--- config.mk ---
export PLATFORM = sky130hd
export DESIGN_NAME = bitlet_align_scheduler
export DESIGN_NICKNAME = d
export VERILOG_FILES = /design/src/rtl/bitlet_align_scheduler.sv
export SDC_FILE = /design/constraint.sdc
export NUM_CORES = 1
export LEC_CHECK = 0
export BUFFER_PORTS_ARGS = -buffer_cell sky130_fd_sc_hd__buf_2
export CORE_MARGIN = 2
export CORE_UTILIZATION = 50
export CTS_BUF_LIST = sky130_fd_sc_hd__clkbuf_8
export CTS_CLUSTER_DIAMETER = 150
export DETAILED_ROUTE_END_ITERATION = 6
export GPL_TIMING_DRIVEN = 0
export MAX_ROUTING_LAYER = met4
export PLACE_DENSITY_LB_ADDON = 0.1
export SYNTH_ARGS = -nofsm -noshare
export SYNTH_HDL_FRONTEND = slang
export SYNTH_SLANG_ARGS = --single-unit
--- constraint.sdc ---
create_clock -name clk -period 9.4 [get_ports clk]
set_clock_uncertainty 0.05 [all_clocks]
set_input_delay 1.88 -clock clk [delete_from_list [all_inputs] [get_ports clk]]
set_output_delay 1.88 -clock clk [all_outputs]
set_load 0.005 [all_outputs]
--- src/rtl/bitlet_align_scheduler.sv ---
// Two-pass group sequencer: collect up to DEPTH beats while tracking Emax, then replay them through the aligner array.
// Optional macro BITLET_ALIGN_ZERO_MASK_EN: lanes with zero magnitude are kept out of the Emax update.
`ifndef Wid_abs
`define Wid_abs 8
`endif
`ifndef Wid_exs
`define Wid_exs 6
`endif

module Bitlet_AlignerArray #(
  parameter int N_align = 8
) (
  input  logic [N_align*`Wid_abs-1:0] wabs_vec,
  input  logic [N_align*`Wid_exs-1:0] esum_vec,
  input  logic [`Wid_exs-1:0]         emax,
  output logic [N_align*`Wid_abs-1:0] walign_vec
);
  localparam int WA = `Wid_abs;
  localparam int WE = `Wid_exs;

  for (genvar i = 0; i < N_align; i++) begin : g_lane
    logic [WE-1:0] ediff;
    assign ediff = emax - esum_vec[i*WE +: WE];
    // Shifting the whole magnitude out leaves nothing; make that explicit.
    assign walign_vec[i*WA +: WA] = (ediff >= WE'(WA)) ? '0 : (wabs_vec[i*WA +: WA] >> ediff);
  end
endmodule

// state   | meaning
// COLLECT | accepting beats into the buffer, tracking running Emax
// DRAIN   | replaying buffered beats aligned to the final group Emax
module bitlet_align_scheduler #(
  parameter int N_align = 8,
  parameter int DEPTH   = 4
) (
  input  logic                        clk,
  input  logic                        rst,
  input  logic                        in_valid,
  output logic                        in_ready,
  input  logic                        in_last,
  input  logic [N_align*`Wid_abs-1:0] in_wabs_vec,
  input  logic [N_align*`Wid_exs-1:0] in_esum_vec,
  output logic                        out_valid,
  input  logic                        out_ready,
  output logic                        out_last,
  output logic [N_align*`Wid_abs-1:0] out_walign_vec,
  output logic [`Wid_exs-1:0]         out_emax,
  output logic                        busy
);
  localparam int WA    = `Wid_abs;
  localparam int WE    = `Wid_exs;
  localparam int PTR_W = $clog2(DEPTH);

  typedef enum logic [0:0] {COLLECT, DRAIN} state_t;

  state_t state_r, state_nx;

  logic [PTR_W-1:0]      wr_ptr, rd_ptr, last_ptr;
  logic [WE-1:0]         emax_r, beat_max;
  logic [N_align-1:0]    lane_en;
  logic                  accept, close, pop, pop_last;
  logic [N_align*WA-1:0] wabs_mem [DEPTH];
  logic [N_align*WE-1:0] esum_mem [DEPTH];

  for (genvar i = 0; i < N_align; i++) begin : g_en
`ifdef BITLET_ALIGN_ZERO_MASK_EN
    assign lane_en[i] = |in_wabs_vec[i*WA +: WA];
`else
    assign lane_en[i] = 1'b1;
`endif
  end

  always_comb begin
    beat_max = '0;
    for (int i = 0; i < N_align; i++) begin
      if (lane_en[i] && (in_esum_vec[i*WE +: WE] > beat_max))
        beat_max = in_esum_vec[i*WE +: WE];
    end
  end

  assign accept   = in_valid && in_ready;
  assign close    = accept && (in_last || (wr_ptr == PTR_W'(DEPTH-1)));
  assign pop      = out_valid && out_ready;
  assign pop_last = pop && out_last;

  always_ff @(posedge clk or posedge rst) begin
    if (rst) state_r <= COLLECT;
    else     state_r <= state_nx;
  end

  always_comb begin
    state_nx  = state_r;
    in_ready  = 1'b0;
    out_valid = 1'b0;
    out_last  = 1'b0;
    case (state_r)
      COLLECT: begin
        in_ready = 1'b1;
        if (close) state_nx = DRAIN;
      end
      DRAIN: begin
        out_valid = 1'b1;
        out_last  = (rd_ptr == last_ptr);
        if (out_ready && out_last) state_nx = COLLECT;
      end
      default: state_nx = COLLECT;
    endcase
  end

  always_ff @(posedge clk or posedge rst) begin
    if (rst) begin
      wr_ptr   <= '0;
      rd_ptr   <= '0;
      last_ptr <= '0;
      emax_r   <= '0;
    end else begin
      if (accept) begin
        wr_ptr <= wr_ptr + 1'b1;
        emax_r <= (beat_max > emax_r) ? beat_max : emax_r;
      end
      if (close) begin
        rd_ptr   <= '0;
        last_ptr <= wr_ptr;
      end
      if (pop) rd_ptr <= rd_ptr + 1'b1;
      if (pop_last) begin
        wr_ptr <= '0;
        emax_r <= '0;
      end
    end
  end

  // Buffer contents need no reset; they are only read after being written.
  always_ff @(posedge clk) begin
    if (accept) begin
      wabs_mem[wr_ptr] <= in_wabs_vec;
      esum_mem[wr_ptr] <= in_esum_vec;
    end
  end

  Bitlet_AlignerArray #(.N_align(N_align)) u_align (
    .wabs_vec   (wabs_mem[rd_ptr]),
    .esum_vec   (esum_mem[rd_ptr]),
    .emax       (emax_r),
    .walign_vec (out_walign_vec)
  );

  assign out_emax = emax_r;
  assign busy     = (state_r == DRAIN) || (wr_ptr != '0);
endmodule

* After elaboration in Yosys (flattened, before gate mapping)
Memories as Yosys holds them, arrays and structs flattened. Cells that the tools add are included.
Storage, ports and cells: bits in writable memories 448, output and inout bits 74, input port bits 117, memory bits (read-only) 0, word-level logic and storage cells 88, bits in latches 0, memories kept 2, register bits 13
Cells by class: reduce and logical (&&, ||, !) cells 12, muxes and demuxes 31, bitwise operators 1, $add $sub $neg 10, div/mod/pow operators 0, shifts and indexed selects 8, eq/ne operators 2, multiply operators 0, magnitude comparators 17
Memory list:
- wabs_mem | depth 4, bits a word 64, read ports 1, clocked after Yosys merged registers in 0, write ports 1, line 62 | logic [N_align*WA-1:0] wabs_mem [DEPTH];
- esum_mem | depth 4, bits a word 48, read ports 1, clocked after Yosys merged registers in 0, write ports 1, line 63 | logic [N_align*WE-1:0] esum_mem [DEPTH];
Operators with widths (count):
- two-way mux 6 bit | 11
- two-way mux 8 bit | 8
- >> shifter 8 x 6 -> 8 bit | 8
- >= comparator 6 x 4 -> 1 bit (second input constant) | 8
- > comparator 6 bit | 8
- subtractor 6 bit | 8
- two-way mux 2 bit | 4
- nonzero test 2 bit | 4
- two-way mux 1 bit | 7
- > comparator 6 x 1 -> 1 bit (second input constant) | 1
- logical AND 1 bit | 5
- adder 2 x 1 -> 2 bit (second input constant) | 2
- == test 2 bit | 1
- == test 2 bit (second input constant) | 1
- logical OR 1 bit | 2
- case mux 1 bit (2 select lines) | 1
- AND reduction 2 bit | 1
- NOT 1 bit | 1

* Longest topological paths before layout
word-level depth 20, mapped depth 79, mapped depth without buffers 76

* Cells and area by module
From an unflattened synthesis, not the netlist that was laid out.
Unflattened totals: cell total of the unflattened synthesis 1464, area, all modules 22549.1 um^2
By module, submodules not included:
- bitlet_align_scheduler | cells an instance 962, sequential area each 13778.2 um^2, times used 1, area each 18906.9 um^2
- Bitlet_AlignerArray | cells an instance 502, sequential area each 0.0 um^2, times used 1, area each 3642.2 um^2

* Worst setup path after synthesis
Ideal clock, no wire load.
path type in2reg, from input in_esum_vec[3], to register emax_r[0] (netlist: out_emax[0]), library setup time 134 ps, cell stages on the path 74, data required time 9216 ps, arrival time 14328 ps, buffers on the path 4, slack -5112 ps, path through inv_1 ha_1 and4_1 o21ai_1 nand3_1 and2_1 clkbuf_1 nor2_1 a21oi_1 ha_1 nand3_1 o21bai_1 nor2_1 or4b_1 nand3_1 nand2_1 a21oi_1 inv_1 [38 not listed] nand2b_1 a21oi_1 nor2b_1 o22ai_1 clkbuf_1 and2_1 a21oi_1 ha_1 a21oi_1 nor2b_1 o21ai_0 nand3b_1 nand3_1 inv_1 nand2_1 nor2_1 a222oi_1 o21ai_1
On the way: cells in the longest elaborated chain, start to end 19, elaborated cells between the ends (all ways) 22, classes of those cells 9 x order compare; 11 x mux; 2 x reduce/logical
RTL lines:
- start, declared | line 42 | input logic [N_align*`Wid_exs-1:0] in_esum_vec,
- > comparator 6 x 1 -> 1 bit | line 76 | if (lane_en[i] && (in_esum_vec[i*WE +: WE] > beat_max))
- two-way mux 6 bit (*) | line 76
- > comparator 6 bit | line 76
- two-way mux 6 bit (*) | line 76
- > comparator 6 bit | line 76
- two-way mux 6 bit (*) | line 76
- > comparator 6 bit | line 76
- two-way mux 6 bit (*) | line 76
- [3 not listed]
- two-way mux 6 bit (*) | line 76
- > comparator 6 bit | line 76
- two-way mux 6 bit (*) | line 76
- > comparator 6 bit | line 76
- two-way mux 6 bit (*) | line 76
- > comparator 6 bit / two-way mux 6 bit (equally long branches) | line 119 | emax_r <= (beat_max > emax_r) ? beat_max : emax_r;
- nonzero test 2 bit (no line) / two-way mux 6 bit (equally long branches)
- AND reduction 2 bit (no line) / two-way mux 6 bit (equally long branches)
- end signal, assigned | line 119
- end, declared | line 59 | logic [WE-1:0] emax_r, beat_max;
Mark *: on every way between the ends. The rest lies on a longest branch, timed or not. The select of a mux whose other input is x is not followed. A chain may end at the register's enable or synchronous reset.

* Worst setup path after layout
from input in_esum_vec[8], to register emax_r[3] (netlist: out_emax[3])
On the way: cells in the longest elaborated chain, start to end 17, elaborated cells between the ends (all ways) 20, classes of those cells 8 x order compare; 10 x mux; 2 x reduce/logical
RTL lines (line):
- > comparator 6 bit | 76
- two-way mux 6 bit (*) | 76
- > comparator 6 bit | 76
- two-way mux 6 bit (*) | 76
- > comparator 6 bit | 76
- two-way mux 6 bit (*) | 76
- > comparator 6 bit | 76
- two-way mux 6 bit (*) | 76
- > comparator 6 bit | 76
- two-way mux 6 bit (*) | 76
- > comparator 6 bit | 76
- two-way mux 6 bit (*) | 76
- > comparator 6 bit | 76
- two-way mux 6 bit (*) | 76
- > comparator 6 bit / two-way mux 6 bit (equally long branches) | 119
- nonzero test 2 bit (no line) / two-way mux 6 bit (equally long branches)
- AND reduction 2 bit (no line) / two-way mux 6 bit (equally long branches)
Marked as above.

==> flow_summary.json <==
{
  "fmax_ghz": 0.0757,
  "combPwrFrac_pct": 54.9,
  "ctsHoldBuffers": 0,
  "seq_area_frac_synth_pct": 61.1,
  "ys_ff_latch": 461,
  "placed_area_um2": 24700,
  "start_util_pct": 50.8,
  "cap_violations": 0,
  "die_w_um": 216,
  "p_clk_share_pct": 16.5,
  "final_cell_area_um2": 26900,
  "design.core.area_um2": 44400,
  "hpwl_um": 38900,
  "seq_power_share_pct": 28.6,
  "cts.path.max_buffers": 3,
  "period_minus_slack_ns": 13.20,
  "cts.sinks": 461,
  "drc": 0,
  "p_leak_nw": 9.91,
  "yosysMostFrequentCell": "edfxtp_1",
  "areaGrowthSynthToFinish_pct": 19.1,
  "critPathLaunchType": "input pin",
  "synth_area_leader_cell": "edfxtp_1",
  "total_power_w": 0.00936,
  "async_flop_share_pct": 2.82,
  "p_int_w": 0.00557,
  "totalWireLength_um": 55500,
  "grt_max_degree": 56,
  "worst_slack_ns": -3.80,
  "firstDrtPassIters": 6,
  "switchingPower_w": 0.00380,
  "rows": 77,
  "power_density_nw_per_um2": 348,
  "grt_pass1_vias": 14300,
  "synth_common_cells": "448 x edfxtp_1, 113 x mux4_2, 104 x nor2_1",
  "path_delay_family": "simple AND/OR/NAND/NOR gates",
  "cp-end-kind": "flop",
  "wl_per_cell_um": 22.4,
  "root_buffer": "clkbuf_8",
  "max_stage_delay_ns": 0.49,
  "p_sw_share_pct": 40.5,
  "slew_headroom_pct": 18.3,
  "status": "finished, violations left",
  "grt_pass1_wl_um": 83800,
  "cp_slowest_cell": "or4b_4",
  "post-route-util_pct": 60.5,
  "synth_top_area_share_pct": 59.6,
  "cp_data_arrival_time_ns": 13.65,
  "yosys.cell_types.count": 81,
  "port_buffers": 190,
  "grt-ovfl-total": 0,
  "rsz0062_at_grt": "yes",
  "hp-class": "flop to flop",
  "path_clk_slew_ns": 0.06,
  "detail-route-antenna-nets": 0,
  "worstSkewPairLatency_ns": 0.62,
  "via_per_inst": 5.72,
  "ir_worst_vdd_v": 0.000156,
  "layout.nets": 2028,
  "htree_levels": 3,
  "setup_viol": 6,
  "pin_count": 191,
  "ys_warn_count": 0,
  "ys_top_cells_by_area": "edfxtp_1 60%, mux4_2 11%, ha_1 4.5%, mux2i_1 2.5%, nor2_1 1.7%",
  "holdWs_ns": 0.485,
  "synth_edf_count": 448,
  "numCtsBuffers": 76,
  "tightest_slew_ns": 1.22,
  "netlist_instances": 1503,
  "avgSynthCellArea_um2": 15.0,
  "synth_flop_cell": "edfxtp_1",
  "synthesis.area_um2": 22600,
  "fp.dieArea_um2": 46800,
  "drt-initial-drc-count": 1076,
  "slew_violations": 0,
  "layout-drive-gt1-share_pct": 32.6,
  "worst-setup-path-type": "input pin to flop",
  "synth_fp_nets": 1710,
  "antenna_found_initial": 4,
  "cts_tree": "done",
  "critical_path_buf_inv_count": 7,
  "die-height_um": 216,
  "crit_path_max_fanout": 8,
  "vias": 14200,
  "cp.required_ns": 9.85,
  "place_congestion": 0.893,
  "hold_violations": 0,
  "cpMostUsedCell": "ha_4",
  "gr-usage-all-layers_pct": 24.7,
  "period_share_pct": 140,
  "violations": "setup timing"
}
cells in the final DEF, fill, tap and decap left out, types with 12 or more instances in the layout:
master    synthesis  final
nand2_1          76     72
mux2i_1          56     52
nand2b_1         21     21
o21ai_0          49     40
nor2b_1          39     35
buf_4             0     46
mux2_2           32     28
inv_1            85     96
edfxtp_1        448    448
xor2_1           15     15
a21oi_1          56     44
buf_2             0    180
clkbuf_1         31     23
a22oi_1          12     12
xnor2_1          19     19
ha_4              0     16
dfrtp_1          13     13
nor3_1           20     20
o21ai_1           8     13
a21o_1           16     16
ha_1             82     65
nor2_1          104     96
clkbuf_8          0     79
nand3_1          19     12
clkinv_1          0     20
buf_1            20     15
mux4_2          113    113
metrics by stage:
stage	TNS (ns)	std cells	setup slack, ns
3_3_place_gp	-70.56	2285	-5.47
3_5_place_dp	-76.12	2293	-5.66
6_report	-22.44	2476	-3.80
2_1_floorplan	-23.82	1503	-4.03
4_1_cts	-21.41	2462	-3.63
5_1_grt	-25.03	2474	-4.23
flip-flops by register name, indices dropped and copies added, names as in the netlist:
register / cells
esum_mem: 192
last_ptr: 2
out_emax: 6
rd_ptr: 2
state_r: 1
wabs_mem: 256
wr_ptr: 2
final cells by class:
| type | count | area [µm²] |
|---|---|---|
| fill | 3497 | 17500 |
| sequential | 461 | 13800 |
| multi-input combinational | 904 | 8840 |
| timing repair buffer | 245 | 1600 |
| clock buffer | 77 | 1060 |
| tap | 592 | 741 |
| inverter | 86 | 343 |
| clock inverter | 58 | 258 |
| buffer | 47 | 229 |
| antenna | 6 | 15.0 |
logic make-up (layout without fill, tap and decap cells):
group | after synthesis | in the layout | share of synthesized area [%]
AO/OA/AOI/OAI | 233 | 233 | 6.85
XOR/XNOR | 35 | 35 | 1.39
adder cells (fa/ha/maj) | 91 | 91 | 5.30
buffers and inverters | 138 | 513 | 2.33
flip-flops | 461 | 461 | 61.1
multiplexers | 202 | 202 | 15.4
other | 0 | 6 | 0
AND/OR/NAND/NOR | 343 | 343 | 7.61
final timing paths:
path / startpoint / to / slack (ns) / cells after the start
worst min register to register: last_ptr[1]$_DFFE_PP0P_ / last_ptr[1]$_DFFE_PP0P_ / 0.48 / 1
worst min-delay path: last_ptr[1]$_DFFE_PP0P_ / last_ptr[1]$_DFFE_PP0P_ / 0.48 / 1
worst max-delay path: in_esum_vec[8] / out_emax[3]$_DFFE_PP0P_ / -3.80 / 71
max in group asynchronous: rst / state_r$_DFF_PP0_ / 7.74 / 2
worst max register to register: rd_ptr[0]$_DFFE_PP0P_ / out_emax[3]$_DFFE_PP0P_ / 6.00 / 7
min in group asynchronous: rst / out_emax[1]$_DFFE_PP0P_ / 1.22 / 2
power by group through the flow:
stage	Clock (W)	Combinational [W]	Sequential, W
detailed placement	0	0.00482	0.00272
floorplan	0	0.00351	0.00271
global placement	0	0.00470	0.00278
CTS	0.00158	0.00506	0.00268
finish	0.00154	0.00514	0.00268
global route	0.00168	0.00566	0.00270
what timing repair did:
action	CTS	global route
gates resized for setup	90	31
pin swaps	45	21
setup buffers	38	10
setup endpoints to repair	70	16
metal layers:
metal,up-vias,GRT usage [%],wire length (µm)
met2,418,38.5,26900
met3,65,5.47,3490
met1,7138,33.2,24300
li1,6533,-,-
met4,0,6.30,813
met5,-,-,0
No activity file was read; power rests on OpenSTA's default activity.
